`src/rtl/simple_proc_pkg.sv`:
```
// Shared opcodes, FSM state and ALU op-select types for the simple processor core.
package simple_proc_pkg;

    localparam logic [3:0] OP_NOP  = 4'b0000;
    localparam logic [3:0] OP_LOAD = 4'b0001;
    localparam logic [3:0] OP_MOV  = 4'b0010;
    localparam logic [3:0] OP_ADD  = 4'b0011;
    localparam logic [3:0] OP_SUB  = 4'b0100;
    localparam logic [3:0] OP_XOR  = 4'b0101;

    typedef enum logic [1:0] {
        IDLE = 2'd0,
        T1   = 2'd1,
        T2   = 2'd2,
        T3   = 2'd3
    } state_e;

    typedef enum logic [1:0] {
        ALU_ADD = 2'd0,
        ALU_SUB = 2'd1,
        ALU_XOR = 2'd2
    } alu_op_e;

    function automatic logic is_alu_op(input logic [3:0] f);
        return (f == OP_ADD) || (f == OP_SUB) || (f == OP_XOR);
    endfunction

endpackage

```
`src/rtl/simple_proc_alu.sv`:
```
// Combinational add/sub/xor unit; carry is ADD carry-out or SUB no-borrow, 0 for XOR.
module simple_proc_alu
    import simple_proc_pkg::*;
#(
    parameter int WIDTH = 3
) (
    input  logic [WIDTH-1:0] a,
    input  logic [WIDTH-1:0] b,
    input  alu_op_e          op,
    output logic [WIDTH-1:0] result,
    output logic             carry
);

    logic [WIDTH:0] sum_s;

    // Result and carry select; subtraction is a + ~b + 1 so carry means no borrow
    always_comb begin
        sum_s  = '0;
        result = '0;
        carry  = 1'b0;
        case (op)
            ALU_ADD: begin
                sum_s  = {1'b0, a} + {1'b0, b};
                result = sum_s[WIDTH-1:0];
                carry  = sum_s[WIDTH];
            end
            ALU_SUB: begin
                sum_s  = {1'b0, a} + {1'b0, ~b} + {{WIDTH{1'b0}}, 1'b1};
                result = sum_s[WIDTH-1:0];
                carry  = sum_s[WIDTH];
            end
            ALU_XOR: begin
                result = a ^ b;
                carry  = 1'b0;
            end
            default: begin
                result = '0;
                carry  = 1'b0;
            end
        endcase
    end

endmodule

```
`src/rtl/simple_proc_core.sv`:
```
// Multi-cycle bus-based processor: register file, A/G registers, ALU and control FSM.
// Optional zero/carry flag outputs are built when SIMPLE_PROC_FLAGS_EN is defined.
module simple_proc_core
    import simple_proc_pkg::*;
#(
    parameter  int WIDTH  = 3,
    parameter  int NREGS  = 8,
    localparam int REG_AW = $clog2(NREGS)
) (
    input  logic              clk,
    input  logic              rst_n,
    input  logic              instr_valid,
    output logic              instr_ready,
    input  logic [3:0]        func,
    input  logic [REG_AW-1:0] rx,
    input  logic [REG_AW-1:0] ry,
    input  logic [WIDTH-1:0]  din,
    output logic              done,
    output logic [WIDTH-1:0]  bus,
    input  logic [REG_AW-1:0] rd_sel,
    output logic [WIDTH-1:0]  rd_data
`ifdef SIMPLE_PROC_FLAGS_EN
    ,
    output logic              zero,
    output logic              carry
`endif
);

    state_e            state_q, state_d;
    logic [3:0]        func_q, func_d;
    logic [REG_AW-1:0] rx_q, rx_d;
    logic [REG_AW-1:0] ry_q, ry_d;
    logic [WIDTH-1:0]  din_q, din_d;
    logic [WIDTH-1:0]  a_q, a_d;
    logic [WIDTH-1:0]  g_q, g_d;
    logic [WIDTH-1:0]  regs_q [NREGS];
    logic [WIDTH-1:0]  regs_d [NREGS];
    logic              done_q, done_d;
    logic [WIDTH-1:0]  bus_s;
    logic [WIDTH-1:0]  alu_result_s;
    logic              alu_carry_s;
    alu_op_e           alu_op_s;

    // Bus source is chosen purely from registered state and captured opcode
    always_comb begin
        bus_s = '0;
        case (state_q)
            T1: begin
                case (func_q)
                    OP_LOAD:                bus_s = din_q;
                    OP_MOV:                 bus_s = regs_q[ry_q];
                    OP_ADD, OP_SUB, OP_XOR: bus_s = regs_q[rx_q];
                    default:                bus_s = '0;
                endcase
            end
            T2:      bus_s = regs_q[ry_q];
            T3:      bus_s = g_q;
            default: bus_s = '0;
        endcase
    end

    // Opcode to ALU operation
    always_comb begin
        case (func_q)
            OP_SUB:  alu_op_s = ALU_SUB;
            OP_XOR:  alu_op_s = ALU_XOR;
            default: alu_op_s = ALU_ADD;
        endcase
    end

    simple_proc_alu #(.WIDTH(WIDTH)) u_alu (
        .a      (a_q),
        .b      (bus_s),
        .op     (alu_op_s),
        .result (alu_result_s),
        .carry  (alu_carry_s)
    );

    // Control FSM: instruction capture, register/accumulator writes and done generation
    always_comb begin
        state_d = state_q;
        func_d  = func_q;
        rx_d    = rx_q;
        ry_d    = ry_q;
        din_d   = din_q;
        a_d     = a_q;
        g_d     = g_q;
        regs_d  = regs_q;
        done_d  = 1'b0;
        case (state_q)
            IDLE: begin
                if (instr_valid) begin
                    func_d  = func;
                    rx_d    = rx;
                    ry_d    = ry;
                    din_d   = din;
                    state_d = T1;
                end else begin
                    state_d = IDLE;
                end
            end
            T1: begin
                if (is_alu_op(func_q)) begin
                    a_d     = bus_s;
                    state_d = T2;
                end else begin
                    if ((func_q == OP_LOAD) || (func_q == OP_MOV)) begin
                        regs_d[rx_q] = bus_s;
                    end else begin
                        regs_d = regs_q;
                    end
                    done_d  = 1'b1;
                    state_d = IDLE;
                end
            end
            T2: begin
                g_d     = alu_result_s;
                state_d = T3;
            end
            T3: begin
                regs_d[rx_q] = bus_s;
                done_d       = 1'b1;
                state_d      = IDLE;
            end
            default: state_d = IDLE;
        endcase
    end

    // Core state registers; reset aborts any instruction in flight
    always_ff @(posedge clk or negedge rst_n) begin
        if (!rst_n) begin
            state_q <= IDLE;
            func_q  <= OP_NOP;
            rx_q    <= '0;
            ry_q    <= '0;
            din_q   <= '0;
            a_q     <= '0;
            g_q     <= '0;
            done_q  <= 1'b0;
            for (int i = 0; i < NREGS; i++) begin
                regs_q[i] <= '0;
            end
        end else begin
            state_q <= state_d;
            func_q  <= func_d;
            rx_q    <= rx_d;
            ry_q    <= ry_d;
            din_q   <= din_d;
            a_q     <= a_d;
            g_q     <= g_d;
            done_q  <= done_d;
            regs_q  <= regs_d;
        end
    end

`ifdef SIMPLE_PROC_FLAGS_EN
    logic zero_q, zero_d;
    logic carry_q, carry_d;

    // Flags follow the ALU only on the result-producing cycle of ALU ops
    always_comb begin
        zero_d  = zero_q;
        carry_d = carry_q;
        if (state_q == T2) begin
            zero_d  = (alu_result_s == '0);
            carry_d = alu_carry_s;
        end else begin
            zero_d  = zero_q;
            carry_d = carry_q;
        end
    end

    // Flag registers
    always_ff @(posedge clk or negedge rst_n) begin
        if (!rst_n) begin
            zero_q  <= 1'b0;
            carry_q <= 1'b0;
        end else begin
            zero_q  <= zero_d;
            carry_q <= carry_d;
        end
    end

    assign zero  = zero_q;
    assign carry = carry_q;
`else
    logic unused_carry_s;
    assign unused_carry_s = alu_carry_s;
`endif

    assign instr_ready = (state_q == IDLE);
    assign done        = done_q;
    assign bus         = bus_s;
    assign rd_data     = regs_q[rd_sel];

endmodule

```
`config.mk`:
```
export PLATFORM = sky130hd
export DESIGN_NAME = simple_proc_core
export DESIGN_NICKNAME = d
export VERILOG_FILES = /design/src/rtl/simple_proc_pkg.sv /design/src/rtl/simple_proc_alu.sv /design/src/rtl/simple_proc_core.sv
export SDC_FILE = /design/constraint.sdc
export NUM_CORES = 1
export LEC_CHECK = 0
export ABC_CLOCK_PERIOD_IN_PS = 3010
export CAP_MARGIN = 20
export CORE_MARGIN = 5
export CORE_UTILIZATION = 52
export DETAILED_ROUTE_END_ITERATION = 10
export GPL_TIMING_DRIVEN = 0
export MAX_ROUTING_LAYER = met4
export PLACE_DENSITY = 0.76
export SKIP_CTS_REPAIR_TIMING = 1
export SYNTH_ARGS = -nofsm -noshare
export SYNTH_HDL_FRONTEND = slang
export SYNTH_HIERARCHICAL = 1
export SYNTH_SLANG_ARGS = --single-unit
```
`constraint.sdc`:
```
create_clock -name clk -period 3.01 [get_ports clk]
set_input_delay 0.602 -clock clk [delete_from_list [all_inputs] [get_ports clk]]
set_output_delay 0.602 -clock clk [all_outputs]
set_load 0.02 [all_outputs]
```
# ---- After elaboration in Yosys (flattened, before gate mapping)
# Cells that the tools add are included.
dict set report word_totals {
  register_bits 46
  input_bits 19
  output_inout_bits 8
  word_cells 75
}
dict set report classes {
  addsub 3
  n_lt_le_gt_ge 4
  eq_ne 12
  n_mux 24
  n_bitwise 5
  reduce_logical 11
}
# operator n
set ops {}
lappend ops {{2-to-1 mux 24 bit} 2}
lappend ops {{one-hot mux 24 bit (2 select lines)} 1}
lappend ops {{binary-select mux 3 bit (select 3 bit)} 3}
lappend ops {{one-hot mux 3 bit (3 select lines)} 3}
lappend ops {{bitwise mux 24 bit} 1}
lappend ops {{2-to-1 mux 3 bit} 7}
lappend ops {{greater-or-equal comparator 4 bit (second input constant)} 3}
lappend ops {{NOT 3 -> 4 bit} 3}
lappend ops {{demux 3 bit (select 3 bit)} 1}
lappend ops {{equality test 4 x 2 -> 1 bit (second input constant)} 2}
lappend ops {{equality test 4 x 3 -> 1 bit (second input constant)} 2}
lappend ops {{one-hot mux 2 bit (4 select lines)} 1}
lappend ops {{adder 3 bit} 2}
lappend ops {{equality test 2 bit (second input constant)} 3}
lappend ops {{equality test 2 x 1 -> 1 bit (second input constant)} 2}
lappend ops {{equality test 4 x 1 -> 1 bit (second input constant)} 1}
lappend ops {{zero test 2 bit} 2}
lappend ops {{< comparator 4 x 1 -> 1 bit (second input constant)} 1}
lappend ops {{inequality test 2 bit (second input constant)} 2}
lappend ops {{one-hot mux 2 bit (2 select lines)} 1}
lappend ops {{AND reduction 2 bit} 2}
lappend ops {{adder 3 x 1 -> 3 bit (second input constant)} 1}
lappend ops {{logical OR 1 bit} 3}
lappend ops {{NOT 3 bit} 1}
lappend ops {{8 further kinds} 9}

# ---- Longest topological paths before layout
dict set report depth {
  depth_word 10
  mapped_depth 13
  depth_no_buf 11
}

# ---- Cells and area by module
# Netlist, hierarchy kept.
# mod instances cells_each area_per_inst_um2 seq_area_each_um2
set by_module_without_submodules {}
lappend by_module_without_submodules {simple_proc_core 1 186 2563.7 1151.1}
lappend by_module_without_submodules {simple_proc_alu 1 29 241.5 0.0}

# ---- Least setup slack after synthesis
# No wires, ideal clock.
dict set report synth_path {
  path_type {register to register}
  from {reg rx_q[0]}
  to {reg g_q[2]}
  setup_ns 0.125
  arrival_time_ns 2.980
  t_required_ns 2.885
  path_slack_ns -0.095
  path_stages_with_launch 14
  n_path_buf 2
  synth_period_minus_slack_ns 3.105
  cell_sequence {dfrtp_1 -> buf_6 -> buf_4 -> mux2i_1 -> mux4_2 -> o21ai_1 -> o22a_1 -> ha_1 -> inv_1 -> fa_1 -> xor2_1 -> a21oi_1 -> o32ai_1 -> mux2_2}
}
dict set report synth_between {
  elab_chain_len 10
  word_cells_on_any_way 12
  cone_classes {add/sub (3); mux (6); bitwise (3)}
}
# element line
set synth_rtl {}
lappend synth_rtl {{from (decl)} simple_proc_core.sv:31} ;# logic [REG_AW-1:0] rx_q, rx_d;
lappend synth_rtl {{from (signal assigned)} simple_proc_core.sv:146} ;# rx_q <= rx_d;
lappend synth_rtl {{NOT 3 -> 4 bit (implied by the code) *} simple_proc_core.sv:52} ;# OP_ADD, OP_SUB, OP_XOR: bus_s = regs_q[rx_q];
lappend synth_rtl {{binary-select mux 3 bit (select 3 bit) *} simple_proc_core.sv:52}
lappend synth_rtl {{2-to-1 mux 3 bit (implied by the code) * (2 in a row)} simple_proc_core.sv:52}
lappend synth_rtl {{one-hot mux 3 bit (3 select lines) *} simple_proc_core.sv:49} ;# case (func_q)
lappend synth_rtl {{one-hot mux 3 bit (3 select lines) *} simple_proc_core.sv:47} ;# case (state_q)
lappend synth_rtl {{named net bus[0]} simple_proc_core.sv:19} ;# output logic [WIDTH-1:0] bus,
lappend synth_rtl {{NOT 3 bit} simple_proc_alu.sv:28} ;# sum_s = {1'b0, a} + {1'b0, ~b} + {{WIDTH{1'b0}}, 1'b1};
lappend synth_rtl {{adder 3 bit} simple_proc_alu.sv:28}
lappend synth_rtl {{adder 3 x 1 -> 3 bit} simple_proc_alu.sv:28}
lappend synth_rtl {{one-hot mux 3 bit (3 select lines) *} simple_proc_alu.sv:21} ;# case (op)
lappend synth_rtl {{named net alu_result_s[2]} simple_proc_core.sv:40} ;# logic [WIDTH-1:0] alu_result_s;
lappend synth_rtl {{to (signal assigned)} simple_proc_core.sv:150} ;# g_q <= g_d;
lappend synth_rtl {{to (decl)} simple_proc_core.sv:35} ;# logic [WIDTH-1:0] g_q, g_d;
# Mark *: on every way through the listed nets, which the timed path passes. The rest lies on a longest branch. The select of a mux whose other input is x is not followed.
# A chain may end at the register's enable or synchronous reset.

# ---- Worst setup path after layout
dict set report layout_path {
  from {reg func_q[1]}
  to {out bus[1]}
}
dict set report layout_between {
  elab_chain_len 4
  word_cells_on_any_way 8
  cone_classes {eq/ne (5); mux (2); reduce/logical (1)}
}
# element line
set layout_rtl {}
lappend layout_rtl {{from (decl)} simple_proc_core.sv:30} ;# logic [3:0] func_q, func_d;
lappend layout_rtl {{from (signal assigned)} simple_proc_core.sv:145} ;# func_q <= func_d;
lappend layout_rtl {{equality test 4 x 2 -> 1 bit or equality test 4 x 3 -> 1 bit (tied branches)} simple_proc_core.sv:49}
lappend layout_rtl {{OR reduction 3 bit} simple_proc_core.sv:49}
lappend layout_rtl {{one-hot mux 3 bit (3 select lines) *} simple_proc_core.sv:49}
lappend layout_rtl {{one-hot mux 3 bit (3 select lines) *} simple_proc_core.sv:47}
lappend layout_rtl {{to (decl)} simple_proc_core.sv:19}
# Every way passes the cells marked *; elsewhere a longest branch is shown, timed or not.

==> metrics.cfg <==
[timing]
max-slew-margin-rel_pct=36.16
drv_slew=0
fin_skew_ps=12.42
period_needed_ps=3161
timing.fmax_mhz=316.4
rsz0062_at_grt=yes
fin_ws_ps=-150.7
setup_violations=2
tightest_slew_ps=944.3
fin_crit_sh_pct=105.0
finalHoldViolCount=0

[critical_path]
worstPathMaxFanout=8
crit_type=register to output port
cp-end-kind=output port
required_ps=2410
r2r-end=g_q[2]
rr_worst_depth=13
startpoint_type=register
cp_slowest_stage_delay_ps=640
worstPathArrival_ps=2560
crit_slowest_cell=clkdlybuf4s50_1
cp_cell_sequence=buf_2 > nor4b_1 > a32o_1 > a21oi_2 > a21oi_2 > clkdlybuf4s50_1
timing.rr.start=rx_q[0]
cpMostUsedCell=a21oi_2
r2r_slack_ps=-100

[grt]
grt_overflow_total=0
grt_usage_pct=19.88
grt_pass1_wl_um=9687
grt_antenna_before_repair=0
grt_max_degree=25
grt_pass1_vias=1910

[die]
dieArea_sq_um=6802
rows=26
placeableCoreArea_sq_um=5107
start_util_pct=53.48
die_w_um=82.48
pin_count=27
die_h_um=82.48

[worst_hold_path]
hp-class=input port to asynchronous set/reset pin

[clocking]
cts_buffers=5
path_clk_slew_ps=90
cts-htree-levels=2
clk_latency_ps=290
clock-root-buffer=clkbuf_8
cts_buffer_depth=2
numClockSinks=46
cts_tree=done

[run_status]
outcome=complete, but fails checks
violations=negative setup slack

[placed_design]
io_buffers=25
pre_cts_slack_ps=-133.4
gp_congestion=0.8251
dp.final_hpwl_um=4302
dpl_cell_area_sq_um=3089
dp_cells=302

[detailed_routing]
antenna_left=0
wl_um=5843
first_iter_violations=99
drc=0
firstDrtPassIters=4
via_count=1831
wire_per_inst_um=18.43
vias_per_cell=5.776

[power_and_ir_drop]
p_leak_nw=1.427
p_sw_mw=1.114
powerDensity_nw_per_um2=888.3
p_seq_share_pct=36.8
power_frac_comb_pct=49.0
power_mw=2.930
p_sw_share_pct=38.02
power_frac_clock_pct=14.2
internal_power_mw=1.816
irDropWorstVdd_v=0.0005154

[final_layout]
final_layout_size_suffix_gt1_share_pct=40.49
num_antenna_cells=0
layout_commonest_cell=dfrtp_1
fin_area_sq_um=3298
fin_nets=271
finalNonFillerCells=317
final_cell_mix=dfrtp_1 (46), mux2_2 (45), clkdlybuf4s50_1 (21)
syn2layout_area_growth_pct=20.75
fill_cells=396

[logic_synthesis]
synthesis.nets=231
syn_avg_cell_area_sq_um=13.26
syn_inst=206
synth_warnings=6
syn_area_sq_um=2731

[flow_run]
max_cap_violations=0

-- stage by stage --
| stage | TNS (ps) | hold slack (ps) | utilization, % |
|---|---|---|---|
| finish | -246.7 | 282.0 | 64.58 |
| global route | -569.4 | 322.9 | 64.58 |
| CTS | -1154 | 294.7 | 62.54 |
| detailed placement | -323.0 | 496.4 | 60.49 |
| global placement | -269.0 | 492.7 | 60.19 |
| floorplan | 0 | 306.4 | - |
-- final cells by class --
class	instances	area, sq um	area share (%)
Multi-Input combinational cell	144	1544	46.81
Sequential cell	46	1151	34.90
Timing Repair Buffer	33	325.3	9.863
Clock buffer	7	96.34	2.921
Tap cell	70	87.58	2.656
Buffer	11	66.31	2.011
Inverter	5	18.77	0.5690
Clock inverter	1	8.758	0.2656
-- power by group through the flow --
stage / Clock [mW] / Combinational, mW / Sequential (mW)
floorplan: 0 / 1.01 / 1.02
finish: 0.417 / 1.44 / 1.08
global placement: 0 / 1.30 / 1.07
global route: 0.462 / 1.57 / 1.12
detailed placement: 0 / 1.33 / 1.08
CTS: 0.429 / 1.33 / 1.07
-- state kept, by name, summed over array words and instances (netlist names), named ones only --
signal and count:
regs_q 24, func_q 4, a_q 3, din_q 3
g_q 3, rx_q 3, ry_q 3, done 1
state_q 1
-- worst max path at each step --
stage / startpoint / to
global placement: rx_q[0] / g_q[2]
global route: func_q[1] / bus[1]
floorplan: rx_q[0] / g_q[2]
detailed placement: func_q[1] / g_q[2]
CTS: rx_q[0] / bus[2]
finish: func_q[1] / bus[1]
-- per-layer routing --
metal	track usage (%)	part of all wire, %	vias up
met2	31.57	50	43
met4	5.980	2.2	0
li1	-	-	856
met1	25.83	45	923
met5	-	0	-
met3	4.013	3.5	9
-- critical path: cells and delay by family, from the launching register on --
family          cells  cell delay, ps
buf+inv             2             800
compound gates      3             580
simple gates        1             520
flops               1             360
(Power assumes the default switching activity.)
